--- src/rtl/mvc_pkg.sv ---
// Shared definitions for the multi-channel value controller: tick encoding
// and a constant-evaluable ceil(log2) used to size counters and selectors.
package mvc_pkg;

    typedef enum logic [1:0] {
        TICK_NONE   = 2'd0,
        TICK_PRESS  = 2'd1,
        TICK_REPEAT = 2'd2
    } tick_t;

    function automatic int clog2(input int value);
        int r;
        int v;
        r = 0;
        v = value - 1;
        while (v > 0) begin
            r = r + 1;
            v = v >> 1;
        end
        return r;
    endfunction

endpackage

--- src/rtl/btn_conditioner.sv ---
// One push button (active-low): 2-flop synchroniser, stability debouncer and
// optional hold/auto-repeat timer, producing registered PRESS/REPEAT ticks.
module btn_conditioner
    import mvc_pkg::*;
#(
    parameter int DEB_CYC   = 50000,
    parameter int HOLD_CYC  = 25000000,
    parameter int REP_CYC   = 5000000,
    parameter bit REPEAT_EN = 1'b1
) (
    input  logic  i_CLK,
    input  logic  i_RST,
    input  logic  i_btn_n,
    output tick_t o_tick
);

    localparam int DW = clog2(DEB_CYC + 1);
    localparam int TW = clog2(((HOLD_CYC > REP_CYC) ? HOLD_CYC : REP_CYC) + 1);

    logic [1:0]    sync;
    logic          deb;
    logic [DW-1:0] deb_cnt;
    logic          armed;
    logic [DW-1:0] arm_cnt;
    logic [TW-1:0] tmr;
    logic          rep_phase;

    logic deb_accept;
    logic arm_done;
    logic held;
    logic tmr_hit;

    assign deb_accept = (sync[1] != deb) && (deb_cnt == DW'(DEB_CYC - 1));
    assign arm_done   = sync[1] && (arm_cnt == DW'(DEB_CYC - 1));
    assign held       = armed && !deb && !deb_accept;
    assign tmr_hit    = rep_phase ? (tmr == TW'(REP_CYC - 1)) : (tmr == TW'(HOLD_CYC - 1));

    // The synchroniser resets to "pressed" so a button held through reset
    // cannot arm the block; it arms only after a full debounced release.
    always_ff @(posedge i_CLK or posedge i_RST) begin
        if (i_RST) begin
            sync      <= 2'b00;
            deb       <= 1'b1;
            deb_cnt   <= '0;
            armed     <= 1'b0;
            arm_cnt   <= '0;
            tmr       <= '0;
            rep_phase <= 1'b0;
            o_tick    <= TICK_NONE;
        end else begin
            // NOTE: clocked state uses non-blocking assignments so every
            // right-hand side sees pre-edge values regardless of statement order.
            sync   <= {sync[0], i_btn_n};
            o_tick <= TICK_NONE;

            if (deb_accept) begin
                deb     <= sync[1];
                deb_cnt <= '0;
            end else if (sync[1] != deb) begin
                deb_cnt <= deb_cnt + DW'(1);
            end else begin
                deb_cnt <= '0;
            end

            if (!armed) begin
                if (arm_done)     armed   <= 1'b1;
                else if (sync[1]) arm_cnt <= arm_cnt + DW'(1);
                else              arm_cnt <= '0;
            end

            if (armed && deb_accept && !sync[1]) o_tick <= TICK_PRESS;

            if (REPEAT_EN && held) begin
                if (tmr_hit) begin
                    o_tick    <= TICK_REPEAT;
                    tmr       <= '0;
                    rep_phase <= 1'b1;
                end else begin
                    tmr <= tmr + TW'(1);
                end
            end else begin
                tmr       <= '0;
                rep_phase <= 1'b0;
            end
        end
    end

endmodule

--- src/rtl/multi_value_control.sv ---
// Button-driven bank of N_CH bounded values: inc/dec with auto-repeat on the
// selected channel, channel-select button, saturate or wrap at the limits.
module multi_value_control
    import mvc_pkg::*;
#(
    parameter int N_CH      = 4,
    parameter int N_BIT     = 8,
    parameter int VAL_MIN   = 0,
    parameter int VAL_MAX   = 255,
    parameter int VAL_RST   = 0,
    parameter int STEP      = 1,
    parameter int FAST_STEP = 10,
    parameter int WRAP      = 0,
    parameter int DEB_CYC   = 50000,
    parameter int HOLD_CYC  = 25000000,
    parameter int REP_CYC   = 5000000,
    localparam int CH_W     = (N_CH > 1) ? clog2(N_CH) : 1
) (
    input  logic                  i_CLK,
    input  logic                  i_RST,
    input  logic                  i_inc_btn,
    input  logic                  i_dec_btn,
    input  logic                  i_ch_btn,
    output logic [CH_W-1:0]       o_ch_sel,
    output logic [N_BIT-1:0]      o_count_sel,
    output logic [N_CH*N_BIT-1:0] o_count_all,
    output logic                  o_change
);

    localparam int AW = N_BIT + 2;
    localparam logic signed [AW-1:0] MIN_S = AW'(VAL_MIN);
    localparam logic signed [AW-1:0] MAX_S = AW'(VAL_MAX);

    tick_t inc_tick, dec_tick, ch_tick;

    btn_conditioner #(.DEB_CYC(DEB_CYC), .HOLD_CYC(HOLD_CYC), .REP_CYC(REP_CYC), .REPEAT_EN(1'b1))
        u_inc (.i_CLK(i_CLK), .i_RST(i_RST), .i_btn_n(i_inc_btn), .o_tick(inc_tick));
    btn_conditioner #(.DEB_CYC(DEB_CYC), .HOLD_CYC(HOLD_CYC), .REP_CYC(REP_CYC), .REPEAT_EN(1'b1))
        u_dec (.i_CLK(i_CLK), .i_RST(i_RST), .i_btn_n(i_dec_btn), .o_tick(dec_tick));
    btn_conditioner #(.DEB_CYC(DEB_CYC), .HOLD_CYC(HOLD_CYC), .REP_CYC(REP_CYC), .REPEAT_EN(1'b0))
        u_ch  (.i_CLK(i_CLK), .i_RST(i_RST), .i_btn_n(i_ch_btn),  .o_tick(ch_tick));

    function automatic logic signed [AW-1:0] step_of(input tick_t t);
        case (t)
            TICK_PRESS:  return AW'(STEP);
            TICK_REPEAT: return AW'(FAST_STEP);
            default:     return '0;
        endcase
    endfunction

    logic [N_BIT-1:0]       vals [N_CH];
    logic signed [AW-1:0]   cur_s, sum_s;
    logic [N_BIT-1:0]       nxt_val;
    logic [CH_W-1:0]        ch_nxt;

    always_comb begin
        // NOTE: every combinational output gets a default first so no path
        // leaves it unassigned, which would otherwise infer a latch.
        cur_s   = $signed({2'b00, vals[o_ch_sel]});
        sum_s   = cur_s;
        nxt_val = vals[o_ch_sel];
        ch_nxt  = o_ch_sel;

        // Simultaneous inc and dec ticks cancel by taking neither branch.
        if (inc_tick != TICK_NONE && dec_tick == TICK_NONE)
            sum_s = cur_s + step_of(inc_tick);
        else if (dec_tick != TICK_NONE && inc_tick == TICK_NONE)
            sum_s = cur_s - step_of(dec_tick);

        if (sum_s > MAX_S)      nxt_val = (WRAP != 0) ? N_BIT'(VAL_MIN) : N_BIT'(VAL_MAX);
        else if (sum_s < MIN_S) nxt_val = (WRAP != 0) ? N_BIT'(VAL_MAX) : N_BIT'(VAL_MIN);
        else                    nxt_val = sum_s[N_BIT-1:0];

        if (ch_tick != TICK_NONE)
            ch_nxt = (o_ch_sel == CH_W'(N_CH - 1)) ? '0 : o_ch_sel + CH_W'(1);
    end

    always_ff @(posedge i_CLK or posedge i_RST) begin
        if (i_RST) begin
            // NOTE: the value bank is a handful of flops, not a RAM macro, so
            // it is reset element by element like any other state.
            for (int k = 0; k < N_CH; k++) vals[k] <= N_BIT'(VAL_RST);
            o_ch_sel <= '0;
            o_change <= 1'b0;
        end else begin
            vals[o_ch_sel] <= nxt_val;
            o_change       <= (nxt_val != vals[o_ch_sel]);
            o_ch_sel       <= ch_nxt;
        end
    end

    assign o_count_sel = vals[o_ch_sel];

    for (genvar k = 0; k < N_CH; k++) begin : g_all
        assign o_count_all[k*N_BIT +: N_BIT] = vals[k];
    end

endmodule

--- config.mk ---
export PLATFORM = sky130hd
export DESIGN_NAME = multi_value_control
export DESIGN_NICKNAME = d
export VERILOG_FILES = /design/src/rtl/mvc_pkg.sv /design/src/rtl/btn_conditioner.sv /design/src/rtl/multi_value_control.sv
export SDC_FILE = /design/constraint.sdc
export NUM_CORES = 1
export LEC_CHECK = 0
export ABC_AREA = 1
export CORE_UTILIZATION = 40
export CTS_CLUSTER_DIAMETER = 60
export DETAILED_ROUTE_END_ITERATION = 8
export PLACE_DENSITY = 0.68
export SYNTH_ARGS = -nofsm -noshare
export SYNTH_HDL_FRONTEND = slang
export SYNTH_SLANG_ARGS = --single-unit
--- constraint.sdc ---
create_clock -name i_CLK -period 5.91 [get_ports i_CLK]
set_clock_uncertainty 0.2 [all_clocks]
set_input_delay 0.591 -clock i_CLK [delete_from_list [all_inputs] [get_ports i_CLK]]
set_output_delay 0.591 -clock i_CLK [all_outputs]
set_load 0.01 [all_outputs]
Yosys cells after proc, flatten, opt, wreduce, memory -nomap -nowiden
Cells that the tools add are included.
{"block": "op_classes", "n_addsub": 11, "magnitude_cmp": 4, "eq_ne": 21, "mux": 48, "bitwise": 7, "reduce_logical": 34}
{"operator": "16-bit 2-to-1 mux", "count": 9}
{"operator": "25-bit 2-to-1 mux", "count": 4}
{"operator": "16-bit by 1-bit adder with 16-bit output (second input constant)", "count": 6}
{"operator": "16-bit equality test (second input constant)", "count": 6}
{"operator": "25-bit by 1-bit adder with 25-bit output (second input constant)", "count": 2}
{"operator": "25-bit by 23-bit equality test with 1-bit output (second input constant)", "count": 2}
{"operator": "25-bit equality test (second input constant)", "count": 2}
{"operator": "10-bit 2-to-1 mux", "count": 5}
{"operator": "8-bit 2-to-1 mux", "count": 5}
{"operator": "32-bit bitwise mux", "count": 1}
{"operator": "1-bit logical AND", "count": 19}
{"operator": "8-bit binary-select mux with 2-bit select", "count": 1}
{"operator": "8-bit demux with 2-bit select", "count": 1}
{"operator": "4-bit one-hot mux with 2 select lines", "count": 2}
{"operator": "1-bit 2-to-1 mux", "count": 15}
{"operator": "9-bit by 10-bit adder with 10-bit output", "count": 1}
{"operator": "10-bit by 9-bit greater-than comparator with 1-bit output (second input constant)", "count": 1}
{"operator": "10-bit by 1-bit less-than comparator with 1-bit output (second input constant)", "count": 1}
{"operator": "2-bit 2-to-1 mux", "count": 5}
{"operator": "9-bit by 10-bit subtractor with 10-bit output", "count": 1}
{"operator": "8-bit inequality test", "count": 1}
{"operator": "1-bit zero test", "count": 7}
{"operator": "2-bit equality test (second input constant)", "count": 3}
{"operator": "1-bit inverter", "count": 6}
{"operator": "other kinds (10)", "count": 19}
{"block": "totals", "ff_bits": 200, "input_bits": 5, "output_inout_bits": 43, "word_cells": 153}

Longest topological paths before layout
Gate-level depths: netlist (run 1).
{"block": "depth", "depth_word": 11, "depth_mapped": 21, "ltp_nobuf": 19}

Cells and area by module
From an unflattened synthesis (run 1), not the netlist that was laid out.
{"block": "hier_totals", "cells_unflattened": 1668, "area_unflattened_um2": 12022.8}
{"module": "btn_conditioner at u_dec ...", "instances": 2, "cells_per_inst": 515, "area_each_um2": 3654.8, "seq_area_each_um2": 1602.8}
{"module": "multi_value_control", "instances": 1, "cells_per_inst": 337, "area_each_um2": 2576.2, "seq_area_each_um2": 875.8}
{"module": "btn_conditioner at u_ch", "instances": 1, "cells_per_inst": 301, "area_each_um2": 2137.0, "seq_area_each_um2": 927.1}

Worst setup path after synthesis (run 1)
Ideal clock, no wire load.
{"block": "synth_timing", "kind": "register -> register", "start": "reg o_ch_sel[0]", "end": "reg o_change", "setup_ns": 0.119, "t_arrival_ns": 2.796, "t_required_ns": 5.591, "slack_ns": 2.795, "stages_incl_launch_ff": 22, "path_buffers": 2, "synth_period_minus_slack_ns": 3.115, "path_cell_list": "dfrtp_1 buf_6 inv_2 buf_6 nand2_1 nand3_1 nand2_1 inv_1 ha_1 inv_1 fa_1 or2_2 o21ai_2 nand3_2 nand2_2 nand2_4 nand2_2 nand2_1 nand2_1 nand3_1 nor2_1 nand2_1"}
{"block": "synth_between", "elab_chain_len": 11, "elab_cells_between_ends": 13, "classes_between": "add/sub: 2; order compare: 2; eq/ne: 1; mux: 7; bitwise: 1"}
{"element": "from (decl)", "line_no": "multi_value_control.sv:24", "rtl": "output logic [CH_W-1:0] o_ch_sel,"}
{"element": "from (signal assigned)", "line_no": "multi_value_control.sv:88", "rtl": "o_ch_sel <= ch_nxt;"}
{"element": "2-bit inverter with 3-bit output *"}
{"element": "8-bit binary-select mux with 2-bit select *"}
{"element": "8-bit 2-to-1 mux * (2 in series)"}
{"element": "via o_count_sel[0]", "line_no": "multi_value_control.sv:25", "rtl": "output logic [N_BIT-1:0] o_count_sel,"}
{"element": "9-bit by 10-bit subtractor with 10-bit output", "line_no": "multi_value_control.sv:68", "rtl": "sum_s = cur_s - step_of(dec_tick);"}
{"element": "10-bit 2-to-1 mux", "line_no": "multi_value_control.sv:67", "rtl": "else if (dec_tick != TICK_NONE && inc_tick == TICK_NONE)"}
{"element": "10-bit 2-to-1 mux", "line_no": "multi_value_control.sv:65", "rtl": "if (inc_tick != TICK_NONE && dec_tick == TICK_NONE)"}
{"element": "10-bit by 1-bit less-than comparator with 1-bit output", "line_no": "multi_value_control.sv:71", "rtl": "else if (sum_s < MIN_S) nxt_val = (WRAP != 0) ? N_BIT'(VAL_MAX) : N_BIT'(VAL_MIN);"}
{"element": "8-bit 2-to-1 mux", "line_no": "multi_value_control.sv:71"}
{"element": "8-bit 2-to-1 mux", "line_no": "multi_value_control.sv:70", "rtl": "if (sum_s > MAX_S) nxt_val = (WRAP != 0) ? N_BIT'(VAL_MIN) : N_BIT'(VAL_MAX);"}
{"element": "8-bit inequality test *", "line_no": "multi_value_control.sv:87", "rtl": "o_change <= (nxt_val != vals[o_ch_sel]);"}
{"element": "to (signal assigned)", "line_no": "multi_value_control.sv:87"}
{"element": "to (decl)", "line_no": "multi_value_control.sv:27", "rtl": "output logic o_change"}
The timed path passes the listed nets; every way through them passes the cells marked *. The select of a mux whose other input is x is not followed.
A chain may end at the register's enable or synchronous reset.

Worst setup path after layout (run 1)
{"block": "layout_timing", "start": "reg o_ch_sel[0]", "end": "reg o_change"}
{"block": "layout_between", "elab_chain_len": 11, "elab_cells_between_ends": 13, "classes_between": "add/sub: 2; order compare: 2; eq/ne: 1; mux: 7; bitwise: 1"}
{"element": "2-bit inverter with 3-bit output (implied by the code) *", "line_no": "multi_value_control.sv:59, multi_value_control.sv:87"}
{"element": "8-bit binary-select mux with 2-bit select *", "line_no": "multi_value_control.sv:59, multi_value_control.sv:87"}
{"element": "8-bit 2-to-1 mux (implied by the code) * (2 in series)", "line_no": "multi_value_control.sv:59, multi_value_control.sv:87"}
{"element": "9-bit by 10-bit subtractor with 10-bit output", "line_no": "multi_value_control.sv:68"}
{"element": "10-bit 2-to-1 mux", "line_no": "multi_value_control.sv:67"}
{"element": "10-bit 2-to-1 mux", "line_no": "multi_value_control.sv:65"}
{"element": "10-bit by 1-bit less-than comparator with 1-bit output", "line_no": "multi_value_control.sv:71"}
{"element": "8-bit 2-to-1 mux", "line_no": "multi_value_control.sv:71"}
{"element": "8-bit 2-to-1 mux", "line_no": "multi_value_control.sv:70"}
{"element": "8-bit inequality test *", "line_no": "multi_value_control.sv:87"}
Every way passes the cells marked *; elsewhere a longest branch is shown, timed or not. The select of a mux whose other input is x is not followed.

==> impl_summary.md, run 1 <==
Critical path
The worst setup path is captured at a flop. Traced cell by cell, the critical path runs through inv_2, nand2_1, nand3_1, nand2_1, inv_1, ha_1, inv_1, fa_1, or2_2, o21ai_2, nand3_2, nand2_2, nand2_4, nand2_2, nand2_1, nand2_1, nand3_1, nor2_1, nand2_1. STA classifies the critical path startpoint as a flop. For the worst flop-to-flop path, the logic depth is 19.

The most frequent cell on the critical path is sky130_fd_sc_hd__nand2_1. The kind of cell adding the most delay to the critical path is simple AND/OR/NAND/NOR gates. At the worst endpoint, the required time is 6.03 ns. For the worst setup path, the data arrival time is 3.80 ns. The worst register-to-register path has a setup slack of 2.23 ns. The number of buffers and inverters on the critical path is 3.

The worst register-to-register path ends at o_change. The startpoint identified for the worst register-to-register timing path is o_ch_sel[0]. The critical-path maximum fanout is 21. The biggest cell delay along the critical path is 0.63 ns. The slowest stage of the critical path is the sky130_fd_sc_hd__dfrtp_1 cell. The worst setup path is of the reg -> reg kind.

Timing
Dividing the final minimum period by the clock period gives 0.623. The worst pin sits at a relative slew slack of 0.439. The routed design could run at a clock period as short as 3.68 ns. The number of endpoints with negative hold slack in the final report came to 0. Setup repair after global routing left no endpoint under its margin.

The worst hold slack across all endpoints is 0.149 ns. The highest clock rate is 0.272 GHz. The number of max-slew violations in the final report came to 0. For the final routed database, the setup TNS stands at 0 ns. For the pin with the worst max-slew slack, the measured transition is 0.841 ns. The count of endpoints failing setup in the final report is 0.

Global routing
The pin count of the biggest net entering global routing is 141. The combined global-route utilization of all metal layers is 0.183. The number of antenna violations at the first check in global routing is 1. Summed over all layers, the global routing overflow is 0. The wire length of the first global-routing pass is 42.0 mm. The number of global-route vias before repair is 8834.

Logic synthesis
In the synthesized netlist the async set-or-reset flop fraction comes to 1.00. The top cell type by total area after synthesis is sky130_fd_sc_hd__dfrtp_1. Synthesis handed over a netlist of 1367 instances. Counting every net in the synthesized netlist gives 1392.

The register bit total from synthesis is 200. After synthesis, the cell types taking the most area are sky130_fd_sc_hd__dfrtp_1 (46%), sky130_fd_sc_hd__nand2_1 (10%), sky130_fd_sc_hd__inv_1 (5.9%). Of the post-synthesis cell area, the dominant cell type holds 0.458. The sequential cell area fraction in the yosys report is 0.465. The primary flip-flop cell chosen by synthesis mapping is sky130_fd_sc_hd__dfrtp_1. After synthesis, the netlist uses 49 different library cells. Each instance of the synthesized netlist takes up on average 7.87 sq um.

Yosys printed 0 warnings. In this run, synthesis inferred 0 flip-flops with an integrated enable. Summing every instance area after synthesis gives 0.0108 sq mm.

Routing
Summed over all layers, the routed wires come to 23.8 mm. The first detailed-routing pass ran for 7 iterations. Once detail routing completed, the nets flagged for antenna violations numbered 0. After detailed routing, the number of vias per cell comes to 5.18. In the final routed layout, each cell accounts on average for 13.5 um.

The routed layout has 9116 vias. The detailed router's first-iteration violation count is 709. For this run, design rule violations remaining after detail routing come to 22.

Clock network
Clock-pin slew was measured on the worst setup and hold paths at 0.07 ns. CTS saw 200 sinks. The TritonCTS clock tree is yes. The number of buffers inserted to repair setup after CTS is 0.

The quantity of gates resized following cts is 0. Buffers inserted to repair hold after CTS numbered 0. The H-tree depth is 4.

For the worst-skew pair, the clock arrives at the later sink with an insertion delay of 0.43 ns. In this run the deepest clock path goes through 2 buffers. The cell sitting at the root of the clock tree is a sky130_fd_sc_hd__clkbuf_16. The number of buffers created by CTS is 17.

Pwr
The analysis attributes to net switching a power of 0.000589 W. In this run the static leakage power is 5.34 nW. Of the total power, combinational logic draws 0.026. The internal power contribution is 0.00204 W.

Of the total power, registers draw 0.528. The switching share of total power is 0.224. The power density of the placed cells is 217 mW/mm^2. The maximum resistive drop on vdd is 0.188 mV. The share of total power in the clock network is 0.446. The total power consumption of the routed design is 0.00263 W.

Floorplan
The x dimension of the die is 166 um. 48 I/O pins were placed. The die outline area is 0.0276 sq mm. The floorplan step set the die height to 166 um. The area of the core is 0.0262 sq mm. In this run the core area contains 59 standard-cell rows. The initial utilization of the core area, before any placement, comes to 0.411.

Run status
The flow ran to the end, but the final reports show violations. The checks that failed: design-rule violations.

Worst hold path
The beginning of the worst hold path is u_inc.sync[0]. The path category of the worst min-delay check is reg -> reg. The worst hold path terminates at u_inc.sync[1]. Counting instances, the worst hold path has a depth of 0.

Place
The count of input and output buffers is 47. The placed wire-length estimate is 17.4 mm. Routability-driven placement finished with a final weighted congestion of 0.944.

Finish
In the final layout, the share of cells above drive strength 1 is 0.0597. After the last flow step, the layout net total stands at 1436. Compared with the post-synthesis result, the final layout area differs by 12.8%.

The fill cell instance count of the final layout is 2507.

Run
The count of maximum capacitance violations is 0.
-- layer usage --
metal | wire, um | vias to the layer above | global-route usage
met5 | 0 | - | 0
met4 | 337 | 0 | 0.0601
met3 | 1170 | 32 | 0.0331
met2 | 10700 | 212 | 0.288
met1 | 11500 | 4275 | 0.256
li1 | - | 4597 | -
-- metrics by stage --
step | util | setup slack (ns) | instances | cell area (sq um)
after floorplan | - | 2.53 | 1367 | 10800
after detailed placement | 0.441 | 2.25 | 1727 | 11500
final | 0.463 | 2.23 | 1760 | 12100
after CTS | 0.463 | 2.22 | 1759 | 12100
after global placement | 0.441 | 2.31 | 1727 | 11500
after global routing | 0.463 | 1.87 | 1759 | 12100
-- cell usage after synthesis (2+ instances only) --
cell type	instances
sky130_fd_sc_hd__o21ai_2	3
sky130_fd_sc_hd__xnor2_1	18
sky130_fd_sc_hd__dfrtp_1	197
sky130_fd_sc_hd__and3_1	3
sky130_fd_sc_hd__dfstp_2	3
sky130_fd_sc_hd__nor2_4	4
sky130_fd_sc_hd__nor2_1	167
sky130_fd_sc_hd__nand3b_1	3
sky130_fd_sc_hd__nand2_1	292
sky130_fd_sc_hd__o21a_1	9
sky130_fd_sc_hd__fa_1	2
sky130_fd_sc_hd__nand3_2	4
sky130_fd_sc_hd__o21bai_1	2
sky130_fd_sc_hd__a21oi_1	67
sky130_fd_sc_hd__nor2_2	3
sky130_fd_sc_hd__a31oi_1	21
sky130_fd_sc_hd__ha_1	18
sky130_fd_sc_hd__nor3_1	49
sky130_fd_sc_hd__xor2_1	22
sky130_fd_sc_hd__o211ai_1	2
sky130_fd_sc_hd__o211a_1	2
sky130_fd_sc_hd__buf_2	7
sky130_fd_sc_hd__nand4_1	29
sky130_fd_sc_hd__inv_2	3
sky130_fd_sc_hd__buf_1	3
sky130_fd_sc_hd__buf_6	4
sky130_fd_sc_hd__nor3b_1	6
sky130_fd_sc_hd__nand2_2	16
sky130_fd_sc_hd__or2_2	8
sky130_fd_sc_hd__nor4_2	2
sky130_fd_sc_hd__nor4_1	32
sky130_fd_sc_hd__inv_1	168
sky130_fd_sc_hd__o21ai_0	63
sky130_fd_sc_hd__a211oi_1	4
sky130_fd_sc_hd__o31ai_1	8
sky130_fd_sc_hd__nand3_1	100
sky130_fd_sc_hd__nand2_4	3
sky130_fd_sc_hd__clkbuf_1	9
-- layout make-up --
cell class	count	area, sq um	area share
inverters	171	646	0.0532
well taps	335	419	0.0345
multi-input cells	972	4980	0.410
clock inverters	11	133	0.0109
repair buffers	49	498	0.0410
diodes	1	2.50	0.000206
clock buffers	21	450	0.0371
flip-flops and latches	200	5010	0.413
-- cell families (layout without fill, tap and decap cells) --
group,after synthesis,after routing,synth area share
DFF,200,200,0.465
other,0,1,0
xor gates and xnor gates,41,41,0.0341
buffers and inverters,195,252,0.0720
AOI/OAI and AO/OA,185,185,0.0971
and+or+nand+nor,726,726,0.307
adders and majority gates,20,20,0.0246
-- power groups by stage --
stage | clock (W) | combinational [W] | sequential (W)
6_report | 0.00117 | 0.0000682 | 0.00139
5_1_grt | 0.00126 | 0.0000829 | 0.00139
4_1_cts | 0.00121 | 0.0000713 | 0.00139
2_1_floorplan | 0 | 0.0000504 | 0.00141
3_3_place_gp | 0 | 0.0000702 | 0.00142
3_5_place_dp | 0 | 0.0000710 | 0.00142
-- worst register-to-register path, stage by stage (launching register included) --
cell and delay, ns:
sky130_fd_sc_hd__dfrtp_1 0.63, sky130_fd_sc_hd__inv_2 0.41, sky130_fd_sc_hd__nand2_1 0.09, sky130_fd_sc_hd__nand3_1 0.08, sky130_fd_sc_hd__nand2_1 0.12, sky130_fd_sc_hd__inv_1 0.11, sky130_fd_sc_hd__ha_1 0.17, sky130_fd_sc_hd__inv_1 0.05
sky130_fd_sc_hd__fa_1 0.38, sky130_fd_sc_hd__or2_2 0.32, sky130_fd_sc_hd__o21ai_2 0.19, sky130_fd_sc_hd__nand3_2 0.15, sky130_fd_sc_hd__nand2_2 0.12, sky130_fd_sc_hd__nand2_4 0.14, sky130_fd_sc_hd__nand2_2 0.12, sky130_fd_sc_hd__nand2_1 0.05
sky130_fd_sc_hd__nand2_1 0.06, sky130_fd_sc_hd__nand3_1 0.06, sky130_fd_sc_hd__nor2_1 0.10, sky130_fd_sc_hd__nand2_1 0.05
-- worst max-delay path by stage --
stage,cells after the start,from,to,slack [ns]
after floorplan,1,i_RST,o_ch_sel[0],2.53
after global placement,19,o_ch_sel[0],o_change,2.31
after detailed placement,19,o_ch_sel[0],o_change,2.25
after CTS,19,o_ch_sel[0],o_change,2.22
after global routing,19,o_ch_sel[0],o_change,1.87
final,19,o_ch_sel[0],o_change,2.23
-- placed cells by master (no fill, tap or decap), types with 3 or more instances in the layout --
cell type,netlist,routed
sky130_fd_sc_hd__a21oi_1,67,67
sky130_fd_sc_hd__a31oi_1,21,21
sky130_fd_sc_hd__xor2_1,22,22
sky130_fd_sc_hd__o21ai_2,3,3
sky130_fd_sc_hd__and3_1,3,3
sky130_fd_sc_hd__nor3_1,49,49
sky130_fd_sc_hd__nor2_4,4,4
sky130_fd_sc_hd__nand2_4,3,3
sky130_fd_sc_hd__nand2_2,16,16
sky130_fd_sc_hd__nand4_1,29,29
sky130_fd_sc_hd__a211oi_1,4,4
sky130_fd_sc_hd__inv_6,0,5
sky130_fd_sc_hd__inv_2,3,3
sky130_fd_sc_hd__nand2_1,292,292
sky130_fd_sc_hd__clkbuf_16,0,17
sky130_fd_sc_hd__o21a_1,9,9
sky130_fd_sc_hd__dfrtp_1,197,197
sky130_fd_sc_hd__nor4_1,32,32
sky130_fd_sc_hd__dfstp_2,3,3
sky130_fd_sc_hd__o21ai_0,63,63
sky130_fd_sc_hd__clkbuf_1,9,3
sky130_fd_sc_hd__clkdlybuf4s50_1,0,47
sky130_fd_sc_hd__o31ai_1,8,8
sky130_fd_sc_hd__nor3b_1,6,6
sky130_fd_sc_hd__or2_2,8,8
sky130_fd_sc_hd__nand3b_1,3,3
sky130_fd_sc_hd__ha_1,18,18
sky130_fd_sc_hd__nand3_2,4,4
sky130_fd_sc_hd__nor2_1,167,167
sky130_fd_sc_hd__xnor2_1,18,18
sky130_fd_sc_hd__nand3_1,100,100
sky130_fd_sc_hd__nor2_2,3,3
sky130_fd_sc_hd__inv_1,168,167
-- sequential cells by signal, indices dropped and copies added, names as in the netlist, 2 cells and up --
name,count
u_inc.sync,2
u_dec.tmr,25
u_dec.sync,2
u_inc.arm_cnt,16
u_ch.deb_cnt,16
o_ch_sel,2
u_dec.arm_cnt,16
u_inc.tmr,25
u_ch.arm_cnt,16
u_inc.o_tick,2
o_count_all,32
u_dec.o_tick,2
u_ch.sync,2
u_dec.deb_cnt,16
u_inc.deb_cnt,16
(Power assumes the default switching activity.)
==> run 2, diff against run 1 <==
Clock period 5.91 ns to 3.3 ns, I/O delays scaled along.
==> run 2 against run 1 <==
Compared with the run above:
- the flow still finishes with violations (design-rule violations)
- flip-flop and latch count stayed put
- core utilization is 0.53 points higher
- non-clock buffer count is 14 higher
- critical endpoint unchanged
==> impl_summary.md, run 2 (synthesis results as in run 1) <==
Worst hold path
The path category of the worst min-delay check is in -> reg. The worst hold path begins at i_inc_btn. The endpoint of the worst hold path is u_inc.sync[0]. The number of instances on the worst hold path is 1 (+1).

Pwr
The internal power contribution came to 0.00359 W (+76%). The maximum resistive drop on vdd is 0.335 mV (+79%). The switching power summed over all nets came to 0.00109 W (+85%).

The switching share of total power is 0.233 (+0.00923). The share of power burned in registers was 0.531 (+0.003). The power density of the placed cells came to 382 mW/mm^2 (+76%). The fraction of power consumed by combinational cells is 0.026 (about the same). The share of total power in the clock network was 0.443 (-0.003).

The static leakage is 5.40 nW (+1.1%).

Clock network
The insertion delay of the later-clocked pin in the worst-skew pair is 0.44 ns (about the same). The register clock-pin slew on the reported worst setup and hold paths is 0.07 ns (about the same). In this run the clock root is driven by a sky130_fd_sc_hd__clkbuf_16. The TritonCTS clock tree is yes. The number of buffers created by CTS is 17 (unchanged). The maximum root-to-sink buffer count was 2 (unchanged). The H-tree depth is 4 (unchanged). The clock sink total is 200 (unchanged). The number of buffers inserted by hold repair at cts is 0 (unchanged).

Global routing
The met2 demand-to-capacity share in global routing was 0.281 (-0.00679). The number of antenna violations at the first check in global routing is 0 (-1). The global-route met3 utilization is 0.0346 (+0.00143). The layer carrying the most global-route usage is met2. The pin count of the biggest net entering global routing was 123 (-13%). The combined global-route utilization of all metal layers came to 0.182 (-0.00168). The overflow left after global routing is 0 (unchanged). The number of global-route vias before repair is 8629 (-2.3%). The wire length of the first global-routing pass is 41.4 mm (-1.4%). The met1 usage in global routing was 0.257 (+0.00106).

Timing
The count of endpoints failing setup in the final report came to 0 (unchanged). The headroom to the max-slew limit is 0.549 (+0.110). The slew at the pin closest to its max-slew limit is 0.676 ns (-0.165 ns). The number of endpoints with negative hold slack in the final report is 0 (unchanged). The highest clock rate is 0.325 GHz (+19%). The minimum clock period is 3.08 ns (-0.600 ns). The portion of the clock cycle consumed by the worst path in the final layout came to 0.933 (+0.311). The number of max-slew violations in the final report is 0 (unchanged). The worst hold slack across all endpoints is 0.128 ns (-0.0213 ns).

Routing
The average via count per standard cell came to 5.20 (+0.48%). The final routed DRC violation total is 12 (-45%). The vias after detailed routing came to 9227 (+1.2%). The number of antenna-violating nets in the routed design came to 0 (unchanged).

The final routed wire length divided by cell count came to 13.5 um (about the same). The total routed wirelength is 23.9 mm (+0.73%). The detailed router's first-iteration violation count is 838 (+18%). The first-pass iteration count of the detailed router is 9 (+2).

Place
The final weighted congestion of routability-driven global placement was 0.945 (about the same). The placed wire-length estimate is 17.4 mm (+0.31%). The count of input and output buffers is 47 (unchanged).

Critical path
The reg-to-reg critical path endpoint is o_change. The critical path data required time is 3.42 ns (-2.61 ns). The worst-case reg-to-reg path depth came to 16 (-3). The nature of the critical path endpoint is a flop. The worst-case register-to-register setup slack is 0.22 ns (-2.01 ns). In this run the critical register-to-register path is launched from o_ch_sel[0].

The critical path arrival is 3.20 ns (-0.60 ns). The critical path in this run is classified as reg -> reg. STA classifies the critical path startpoint as a flop. The critical-path maximum fanout is 9 (-57%).

Floorplan
The number of rows created at floorplan is 59 (unchanged). The top-level port count is 48 (unchanged). The starting utilization of the core area is 0.411 (unchanged). The x dimension of the die came to 166 um (unchanged).

The area of the core is 0.0262 sq mm (unchanged). The height of the die was 166 um (unchanged). The die outline area is 0.0276 sq mm (unchanged).

Run status
The final reports fail on design-rule violations. The flow ran to the end, but the final reports show violations.

Finish
The end-of-flow core utilization is 0.468 (+0.00530). In the layout the commonest cells are sky130_fd_sc_hd__nand2_1 (290), sky130_fd_sc_hd__dfrtp_1 (197), sky130_fd_sc_hd__inv_1 (167), sky130_fd_sc_hd__nor2_1 (167), sky130_fd_sc_hd__nand3_1 (99). The number of antenna cells inserted is 0 (-1).

The fraction of layout instances using a drive strength above 1 was 0.0716 (+0.0119). The number of flip-flops in the largest register is 32 (unchanged). Leaving out fill and tap cells, the most frequent cell in the layout is sky130_fd_sc_hd__nand2_1. The total number of nets in the final design is 1450 (+0.97%). Compared with the post-synthesis result, the final layout area differs by 14.1%.

Run
The count of maximum capacitance violations was 0 (unchanged).
run 2: how the worst max path moves through the flow:
stage                            from           to  slack (ns)
after floorplan                 i_RST  o_ch_sel[0]        0.18
after global placement    o_ch_sel[0]     o_change        0.21
after detailed placement  o_ch_sel[0]     o_change        0.12
after CTS                 o_ch_sel[0]     o_change        0.11
after global routing      o_ch_sel[0]     o_change      -0.005
final                     o_ch_sel[0]     o_change        0.22
run 2: power by group through the flow:
stage	logic, W	clock network (W)	registers [W]
3_3_place_gp	0.000127	0	0.00253
4_1_cts	0.000130	0.00213	0.00249
6_report	0.000124	0.00207	0.00249
5_1_grt	0.000147	0.00224	0.00249
2_1_floorplan	0.0000903	0	0.00253
3_5_place_dp	0.000129	0	0.00254
run 2: repair_timing:
action | in CTS | in global routing
endpoints found under the setup margin | 0 | 2
setup buffers | 0 | 1
gates resized for setup | 0 | 7
run 2: layout make-up:
type	instances	area, sq um
Clock inverter	12	134
Clock buffer	20	447
Sequential cell	200	5010
Inverter	171	646
Multi-Input combinational cell	972	5020
Timing Repair Buffer	63	603
Fill cell	2489	13900
Tap cell	335	419
run 2: worst max-delay path, cell delays in order (launching register included):
cell and delay, ns:
sky130_fd_sc_hd__dfrtp_1 0.42, sky130_fd_sc_hd__inv_2 0.09, sky130_fd_sc_hd__buf_4 0.18, sky130_fd_sc_hd__nand2_1 0.06
sky130_fd_sc_hd__nand3_1 0.06, sky130_fd_sc_hd__nand2_1 0.17, sky130_fd_sc_hd__inv_1 0.15, sky130_fd_sc_hd__fa_1 0.48
sky130_fd_sc_hd__or2_2 0.30, sky130_fd_sc_hd__a31oi_1 0.18, sky130_fd_sc_hd__nand3_1 0.17, sky130_fd_sc_hd__nand2_4 0.12
sky130_fd_sc_hd__nand2_1 0.06, sky130_fd_sc_hd__nand2_1 0.06, sky130_fd_sc_hd__nand2_1 0.08, sky130_fd_sc_hd__nor2_1 0.12
sky130_fd_sc_hd__nand2_1 0.07
run 2: through the flow:
step           total power [W]  setup TNS, ns  setup WS (ns)  instance area [sq um]  cells
6_report               0.00468              0          0.220                  12300   1773
5_1_grt                0.00488       -0.00506       -0.00506                  12300   1773
4_1_cts                0.00475              0          0.106                  12200   1772
3_5_place_dp           0.00266              0          0.123                  11600   1740
3_3_place_gp           0.00266              0          0.207                  11600   1740
2_1_floorplan          0.00262              0          0.184                  10800   1367
run 2: metal layers:
layer,part of all wire,wire length [um]
met1,0.49,11700
met5,0,0
met2,0.45,10700
met3,0.053,1280
met4,0.014,345
==> run 3, diff against run 2 <==
Settings changed: SKIP_LAST_GASP from default to 1.
==> results of run 3 <==
No change in the layout: final DEF, timing and power equal those of run 2.
